## config.mk

```make
export PLATFORM = sky130hd
export DESIGN_NAME = fp_mul_seq
export DESIGN_NICKNAME = d
export VERILOG_FILES = /design/src/rtl/fp_mul_seq.sv
export SDC_FILE = /design/constraint.sdc
export NUM_CORES = 1
export LEC_CHECK = 0
export ABC_AREA = 1
export ABC_CLOCK_PERIOD_IN_PS = 3700
export BUFFER_PORTS_ARGS = -buffer_cell sky130_fd_sc_hd__buf_2
export CAP_MARGIN = 20
export CELL_PAD_IN_SITES_DETAIL_PLACEMENT = 1
export CELL_PAD_IN_SITES_GLOBAL_PLACEMENT = 1
export CORE_UTILIZATION = 40
export DETAILED_ROUTE_END_ITERATION = 8
export PLACE_DENSITY_LB_ADDON = 0.1
export SLEW_MARGIN = 0
export SYNTH_ARGS = -nofsm -noshare
export SYNTH_HDL_FRONTEND = slang
export SYNTH_SLANG_ARGS = --single-unit
export TNS_END_PERCENT = 50
```

## constraint.sdc

```tcl
create_clock -name clk -period 3.7 [get_ports clk]
set_input_delay 0.185 -clock clk [delete_from_list [all_inputs] [get_ports clk]]
set_output_delay 0.185 -clock clk [all_outputs]
set_load 0.01 [all_outputs]
```

## src/rtl/fp_mul_seq.sv

```systemverilog
// Sequential FP32 multiplier: iterative shift-add mantissa product with RNE rounding.
// Denormal inputs are treated as signed zero; results below the normal range flush to zero.
module fp_mul_seq #(
  parameter int unsigned RADIX_BITS = 1,
  parameter logic [31:0] QNAN       = 32'h7FC0_0000
) (
  input  logic        clk,
  input  logic        rst_n,
  input  logic        start,
  input  logic [31:0] a,
  input  logic [31:0] b,
  output logic        busy,
  output logic        done,
  output logic [31:0] result,
  output logic [3:0]  flags
);

  localparam int unsigned MUL_CYCLES = 24 / RADIX_BITS;
  localparam int unsigned CW         = $clog2(MUL_CYCLES + 1);

  typedef enum logic [2:0] {
    S_IDLE, S_UNPACK, S_MUL, S_NORM, S_ROUND, S_DONE
  } state_t;

  state_t             state_q, state_d;
  logic        [31:0] a_q, a_d, b_q, b_d;
  logic               sign_q, sign_d;
  logic signed [9:0]  exp_q, exp_d;
  logic        [47:0] mcand_q, mcand_d;
  logic        [23:0] mplier_q, mplier_d;
  logic        [47:0] prod_q, prod_d;
  logic      [CW-1:0] cnt_q, cnt_d;
  logic        [23:0] mant_q, mant_d;
  logic        [2:0]  grs_q, grs_d;
  logic        [31:0] result_q, result_d;
  logic        [3:0]  flags_q, flags_d;

  logic [7:0]            ea, eb;
  logic                  a_zero, b_zero, a_inf, b_inf, a_nan, b_nan, s_ab;
  logic [RADIX_BITS-1:0] digit;
  logic [47:0]           pp;
  logic                  rnd_up, inexact;
  logic [24:0]           sum;
  logic signed [9:0]     exp_r;

  always_comb begin
    ea     = a_q[30:23];
    eb     = b_q[30:23];
    a_zero = (ea == '0);
    b_zero = (eb == '0);
    a_inf  = (ea == '1) && (a_q[22:0] == '0);
    b_inf  = (eb == '1) && (b_q[22:0] == '0);
    a_nan  = (ea == '1) && (a_q[22:0] != '0);
    b_nan  = (eb == '1) && (b_q[22:0] != '0);
    s_ab   = a_q[31] ^ b_q[31];
  end

  // One radix digit of the multiplier times the pre-shifted multiplicand.
  always_comb begin
    digit = mplier_q[RADIX_BITS-1:0];
    pp    = mcand_q * {{(48-RADIX_BITS){1'b0}}, digit};
  end

  always_comb begin
    rnd_up  = grs_q[2] & (grs_q[1] | grs_q[0] | mant_q[0]);
    sum     = {1'b0, mant_q} + {24'h0, rnd_up};
    exp_r   = sum[24] ? (exp_q + 10'sd1) : exp_q;
    inexact = |grs_q;
  end

  always_comb begin
    state_d  = state_q;
    a_d      = a_q;
    b_d      = b_q;
    sign_d   = sign_q;
    exp_d    = exp_q;
    mcand_d  = mcand_q;
    mplier_d = mplier_q;
    prod_d   = prod_q;
    cnt_d    = cnt_q;
    mant_d   = mant_q;
    grs_d    = grs_q;
    result_d = result_q;
    flags_d  = flags_q;
    case (state_q)
      S_IDLE: begin
        if (start) begin
          a_d     = a;
          b_d     = b;
          state_d = S_UNPACK;
        end
      end
      S_UNPACK: begin
        sign_d   = s_ab;
        exp_d    = $signed({2'b00, ea}) + $signed({2'b00, eb}) - 10'sd127;
        mcand_d  = {24'h0, 1'b1, a_q[22:0]};
        mplier_d = {1'b1, b_q[22:0]};
        prod_d   = '0;
        cnt_d    = '0;
        state_d  = S_MUL;
        if (a_nan || b_nan || (a_zero && b_inf) || (a_inf && b_zero)) begin
          result_d = QNAN;
          flags_d  = 4'b1000;
          state_d  = S_DONE;
        end else if (a_inf || b_inf) begin
          result_d = {s_ab, 8'hFF, 23'h0};
          flags_d  = '0;
          state_d  = S_DONE;
        end else if (a_zero || b_zero) begin
          result_d = {s_ab, 31'h0};
          flags_d  = '0;
          state_d  = S_DONE;
        end
      end
      S_MUL: begin
        prod_d   = prod_q + pp;
        mcand_d  = mcand_q << RADIX_BITS;
        mplier_d = mplier_q >> RADIX_BITS;
        cnt_d    = cnt_q + CW'(1);
        if (cnt_q == CW'(MUL_CYCLES - 1)) state_d = S_NORM;
      end
      S_NORM: begin
        if (prod_q[47]) begin
          exp_d  = exp_q + 10'sd1;
          mant_d = prod_q[47:24];
          grs_d  = {prod_q[23], prod_q[22], |prod_q[21:0]};
        end else begin
          mant_d = prod_q[46:23];
          grs_d  = {prod_q[22], prod_q[21], |prod_q[20:0]};
        end
        state_d = S_ROUND;
      end
      S_ROUND: begin
        // Range checks use the post-rounding exponent so a carry into 255 overflows.
        if (exp_r >= 10'sd255) begin
          result_d = {sign_q, 8'hFF, 23'h0};
          flags_d  = 4'b0101;
        end else if (exp_r <= 10'sd0) begin
          result_d = {sign_q, 31'h0};
          flags_d  = 4'b0011;
        end else begin
          result_d = {sign_q, exp_r[7:0], sum[22:0]};
          flags_d  = {3'b000, inexact};
        end
        state_d = S_DONE;
      end
      S_DONE:  state_d = S_IDLE;
      default: state_d = S_IDLE;
    endcase
  end

  always_ff @(posedge clk or negedge rst_n) begin
    if (!rst_n) begin
      state_q  <= S_IDLE;
      a_q      <= '0;
      b_q      <= '0;
      sign_q   <= 1'b0;
      exp_q    <= '0;
      mcand_q  <= '0;
      mplier_q <= '0;
      prod_q   <= '0;
      cnt_q    <= '0;
      mant_q   <= '0;
      grs_q    <= '0;
      result_q <= '0;
      flags_q  <= '0;
    end else begin
      state_q  <= state_d;
      a_q      <= a_d;
      b_q      <= b_d;
      sign_q   <= sign_d;
      exp_q    <= exp_d;
      mcand_q  <= mcand_d;
      mplier_q <= mplier_d;
      prod_q   <= prod_d;
      cnt_q    <= cnt_d;
      mant_q   <= mant_d;
      grs_q    <= grs_d;
      result_q <= result_d;
      flags_q  <= flags_d;
    end
  end

  assign busy   = (state_q != S_IDLE);
  assign done   = (state_q == S_DONE);
  assign result = result_q;
  assign flags  = flags_q;

endmodule

```

==> metrics.txt <==
# TYPE chip_impl_metric gauge
chip_impl_metric{name="synth.distinct_cells",unit=""} 45
chip_impl_metric{name="max_stage_delay",unit="ps"} 730
chip_impl_metric{name="timing.reg2reg.setup_slack",unit="ps"} 550
chip_impl_metric{name="initial_core_util",unit="%"} 40.6
chip_impl_metric{name="clk-insertion-delay-late",unit="ps"} 550
chip_impl_info{name="rr_startpoint",value="mplier_q[0]"} 1
chip_impl_metric{name="top_level_ports",unit=""} 105
chip_impl_metric{name="grt_antenna_before_repair",unit=""} 0
chip_impl_metric{name="first_global_vias",unit=""} 16400
chip_impl_metric{name="grt_remaining_overflow",unit=""} 0
chip_impl_info{name="cts-root-buf",value="clkbuf_16"} 1
chip_impl_metric{name="portBuffers",unit=""} 104
chip_impl_metric{name="worst_pin_slew",unit="ps"} 902
chip_impl_metric{name="summed_area_of_non_filler_cells_in_the_final_layout",unit="µm²"} 19000
chip_impl_metric{name="cts_buffers",unit=""} 34
chip_impl_metric{name="power.switching_fraction",unit="%"} 42.3
chip_impl_metric{name="finalSetupViolCount",unit=""} 0
chip_impl_metric{name="cts_max_level",unit=""} 2
chip_impl_metric{name="floorplan.die_area",unit="µm²"} 41200
chip_impl_metric{name="number_of_diodes_added_for_antenna_fixing",unit=""} 0
chip_impl_metric{name="max-cap-violations",unit=""} 0
chip_impl_info{name="worstHoldPathType",value="in2reg"} 1
chip_impl_metric{name="hold_viol_final",unit=""} 0
chip_impl_info{name="holdPathEnd",value="state_q[0]"} 1
chip_impl_metric{name="place_area",unit="µm²"} 17300
chip_impl_metric{name="post_cts.repair.setup_buffers",unit=""} 0
chip_impl_metric{name="clk_pin_slew_worst_paths",unit="ps"} 60
chip_impl_metric{name="first_pass_grt_wire_length",unit="mm"} 87.9
chip_impl_metric{name="cellPowerDensity",unit="nW/µm²"} 725
chip_impl_metric{name="synth.ff_latch_count",unit=""} 266
chip_impl_metric{name="worstPathArrival",unit="ps"} 3590
chip_impl_info{name="timing_worst_setup_path_type",value="reg2reg"} 1
chip_impl_metric{name="p_int",unit="W"} 0.00794
chip_impl_metric{name="detail-route-antenna-nets",unit=""} 0
chip_impl_metric{name="critical_path.max_fanout",unit=""} 14
chip_impl_metric{name="fp.dieH",unit="µm"} 203
chip_impl_metric{name="timing_limited_maximum_frequency",unit="MHz"} 317
chip_impl_metric{name="seqPwrFrac",unit="%"} 35.1
chip_impl_metric{name="die_x",unit="µm"} 203
chip_impl_metric{name="timing_max_transition_violations_final",unit=""} 0
chip_impl_info{name="crit_path_end_kind",value="flip-flop"} 1
chip_impl_metric{name="grt_util_all_layers",unit="%"} 26.7
chip_impl_metric{name="placement_rows",unit=""} 73
chip_impl_metric{name="finalWirelength",unit="mm"} 53.5
chip_impl_metric{name="yosysWarningCount",unit=""} 0
chip_impl_metric{name="cts_resized",unit=""} 0
chip_impl_info{name="cts_tree",value="yes"} 1
chip_impl_metric{name="cellLeakagePower",unit="nW"} 9.54
chip_impl_metric{name="syn-cell-area",unit="µm²"} 16200
chip_impl_info{name="timing.rr.end",value="prod_q[45]"} 1
chip_impl_metric{name="clock_path_buffers",unit=""} 3
chip_impl_metric{name="layout-drive-gt1-share",unit="%"} 9.31
chip_impl_metric{name="setup_total_negative_slack",unit="ps"} 0
chip_impl_metric{name="final_weighted_congestion_in_routability_driven_placement",unit=""} 0.953
chip_impl_metric{name="combinationalPowerShare",unit="%"} 40.8
chip_impl_metric{name="num-nets-final",unit=""} 2523
chip_impl_metric{name="slew_headroom",unit="%"} 39.3
chip_impl_metric{name="route.detailed.wl_per_inst",unit="µm"} 18.3
chip_impl_metric{name="vias",unit=""} 15500
chip_impl_metric{name="route.detailed.vias_per_inst",unit=""} 5.28
chip_impl_info{name="timing.critical_path.cells",value="buf_4 -> nand2_1 -> inv_1 -> ha_1 -> nand2_1 -> nor2_1 -> nand2_1 -> o21ai_0 -> nand3_1 -> nand3_1 -> nand2_1 -> nand3_1 -> nand2_1"} 1
chip_impl_metric{name="holdBufCountCts",unit=""} 65
chip_impl_metric{name="period_needed",unit="ps"} 3150
chip_impl_metric{name="hpwl",unit="mm"} 39.4
chip_impl_metric{name="syn2layout_area_growth",unit="%"} 17.4
chip_impl_metric{name="placeableCoreArea",unit="µm²"} 39800
chip_impl_metric{name="hold_path_depth",unit=""} 3
chip_impl_metric{name="synthArstFlopShare",unit="%"} 100
chip_impl_metric{name="detailedRoute.firstPassIterationCount",unit=""} 5
chip_impl_metric{name="synth_seq_area_share",unit="%"} 41.2
chip_impl_metric{name="worst-r2r-cell-count",unit=""} 13
chip_impl_metric{name="layout.core_utilization",unit="%"} 47.7
chip_impl_metric{name="postSynthAreaPerCell",unit="µm²"} 7.24
chip_impl_metric{name="net-switching-power",unit="W"} 0.00583
chip_impl_info{name="run_status",value="completed"} 1
chip_impl_info{name="setup_repair_after_global_routing_missed_its_margin",value="no"} 1
chip_impl_metric{name="syn_inst",unit=""} 2234
chip_impl_info{name="synth-main-ff-cell",value="dfrtp_1"} 1
chip_impl_metric{name="total_nets_after_synthesis",unit=""} 2368
chip_impl_metric{name="initialDrtViolationCount",unit=""} 788
chip_impl_info{name="worst_setup_start_kind",value="flip-flop"} 1
chip_impl_metric{name="clockPowerShare",unit="%"} 24.1
chip_impl_metric{name="worst_ep_required_time",unit="ps"} 4140
chip_impl_metric{name="grt_max_degree",unit=""} 95
chip_impl_metric{name="timing.final.crit_share",unit="%"} 85.1
chip_impl_info{name="hold_path.startpoint",value="start"} 1
chip_impl_info{name="cp_slowest_cell",value="o21ai_0"} 1
chip_impl_metric{name="ir_drop",unit="mV"} 0.476
chip_impl_metric{name="synth-edff-count",unit=""} 0
chip_impl_metric{name="clkSinkCount",unit=""} 266
chip_impl_metric{name="fin_worst_skew",unit="ps"} 26.7
chip_impl_metric{name="drc",unit=""} 0
chip_impl_info{name="crit_path_frequent_cell",value="nand2_1"} 1
how the worst max path moves through the flow:
stage	from	depth (start not counted)	to	slack [ps]
3_5_place_dp	mplier_q[0]	13	prod_q[45]	570
6_report	mplier_q[0]	13	prod_q[45]	550
3_3_place_gp	mplier_q[0]	13	prod_q[45]	710
2_1_floorplan	mplier_q[0]	17	prod_q[26]	1190
4_1_cts	mplier_q[0]	13	prod_q[45]	560
5_1_grt	mplier_q[0]	13	prod_q[45]	340
synthesized netlist by cell type (4+ instances only):
| cell | instances | area, µm² |
|---|---|---|
| buf_1 | 5 | 18.8 |
| mux2_2 | 19 | 214 |
| nand2_1 | 626 | 2350 |
| o211ai_1 | 49 | 368 |
| a41oi_1 | 4 | 35.0 |
| inv_2 | 5 | 18.8 |
| nor2_2 | 4 | 25.0 |
| o21ai_0 | 117 | 586 |
| nor2_1 | 240 | 901 |
| buf_6 | 4 | 45.0 |
| nand3_2 | 4 | 40.0 |
| a21oi_1 | 135 | 676 |
| nand2_2 | 6 | 37.5 |
| dfrtp_1 | 266 | 6660 |
| nor4_1 | 7 | 43.8 |
| nand3_1 | 133 | 666 |
| a31oi_1 | 25 | 156 |
| o21bai_1 | 10 | 75.1 |
| clkbuf_1 | 60 | 225 |
| o22ai_1 | 37 | 231 |
| nor3_1 | 31 | 155 |
| xor2_1 | 14 | 123 |
| clkinv_1 | 4 | 15.0 |
| or2_2 | 4 | 25.0 |
| nand4_1 | 40 | 250 |
| a21o_1 | 5 | 37.5 |
| xnor2_1 | 8 | 70.1 |
| nand3b_1 | 4 | 30.0 |
| inv_1 | 279 | 1050 |
| ha_1 | 65 | 813 |
power groups by stage:
stage	logic [W]	clock network [W]	registers, W
2_1_floorplan	0.00394	0	0.00462
3_3_place_gp	0.00536	0	0.00482
3_5_place_dp	0.00556	0	0.00486
4_1_cts	0.00566	0.00340	0.00483
5_1_grt	0.00637	0.00349	0.00498
6_report	0.00561	0.00332	0.00484
per-stage QoR:
stage	worst slack, ps	total power (W)	std cells	hold WS, ps
5_1_grt	340	0.0148	2931	59.2
3_3_place_gp	712	0.0102	2813	288
3_5_place_dp	567	0.0104	2813	287
6_report	550	0.0138	2931	39.6
2_1_floorplan	1190	0.00856	2234	-111
4_1_cts	562	0.0139	2931	15.2
state kept, by name, indices dropped and copies added, names as in the netlist:
| name | cells |
|---|---|
| a_q | 32 |
| b_q | 32 |
| cnt_q | 5 |
| exp_q | 10 |
| flags | 4 |
| grs_q | 3 |
| mant_q | 24 |
| mcand_q | 48 |
| mplier_q | 24 |
| prod_q | 48 |
| result | 32 |
| sign_q | 1 |
| state_q | 3 |
logic make-up after synthesis:
logic type      after synthesis  share of synthesized area [%]
xor+xnor                     22                           1.19
compound gates              394                           14.0
buf+inv                     359                           8.55
fa+ha+maj                    67                           5.28
flops                       266                           41.2
simple gates               1106                           28.4
mux                          20                           1.39
metal layers:
metal	up-vias	share of wire, %	global-route usage (%)
li1	7617	-	-
met1	7519	46	35.1
met2	245	47	45.2
met3	81	3.2	3.37
met4	0	3.0	9.18
met5	-	0	0
critical path, delay by kind of cell, from the launching register on:
| family | cells | cell delay, ps |
|---|---|---|
| buffers and inverters | 2 | 300 |
| adder cells (fa/ha/maj) | 1 | 340 |
| AO/OA/AOI/OAI | 1 | 730 |
| flip-flops | 1 | 510 |
| AND/OR/NAND/NOR | 9 | 1170 |
cell usage in the layout (no fill, tap or decap), types with 14 or more instances in the layout:
cell / count
clkbuf_16: 35
dlygate4sd3_1: 65
nand4_1: 40
nand2_1: 626
inv_1: 278
xor2_1: 14
o211ai_1: 49
ha_1: 65
o22ai_1: 37
nand3_1: 132
o21ai_0: 117
buf_4: 19
dfrtp_1: 266
a21oi_1: 135
nor3_1: 30
buf_2: 103
nor2_1: 240
a31oi_1: 25
mux2_2: 19
area by class of cell:
type / count / area (µm²)
fillers: 5083 / 20800
multi-input cells: 1609 / 8150
flip-flops and latches: 266 / 6660
repair buffers: 190 / 1360
inverters: 288 / 1080
clock buffers: 45 / 963
well taps: 525 / 657
clock inverters: 8 / 121
Note: power is estimated with default switching activity, not from simulation.
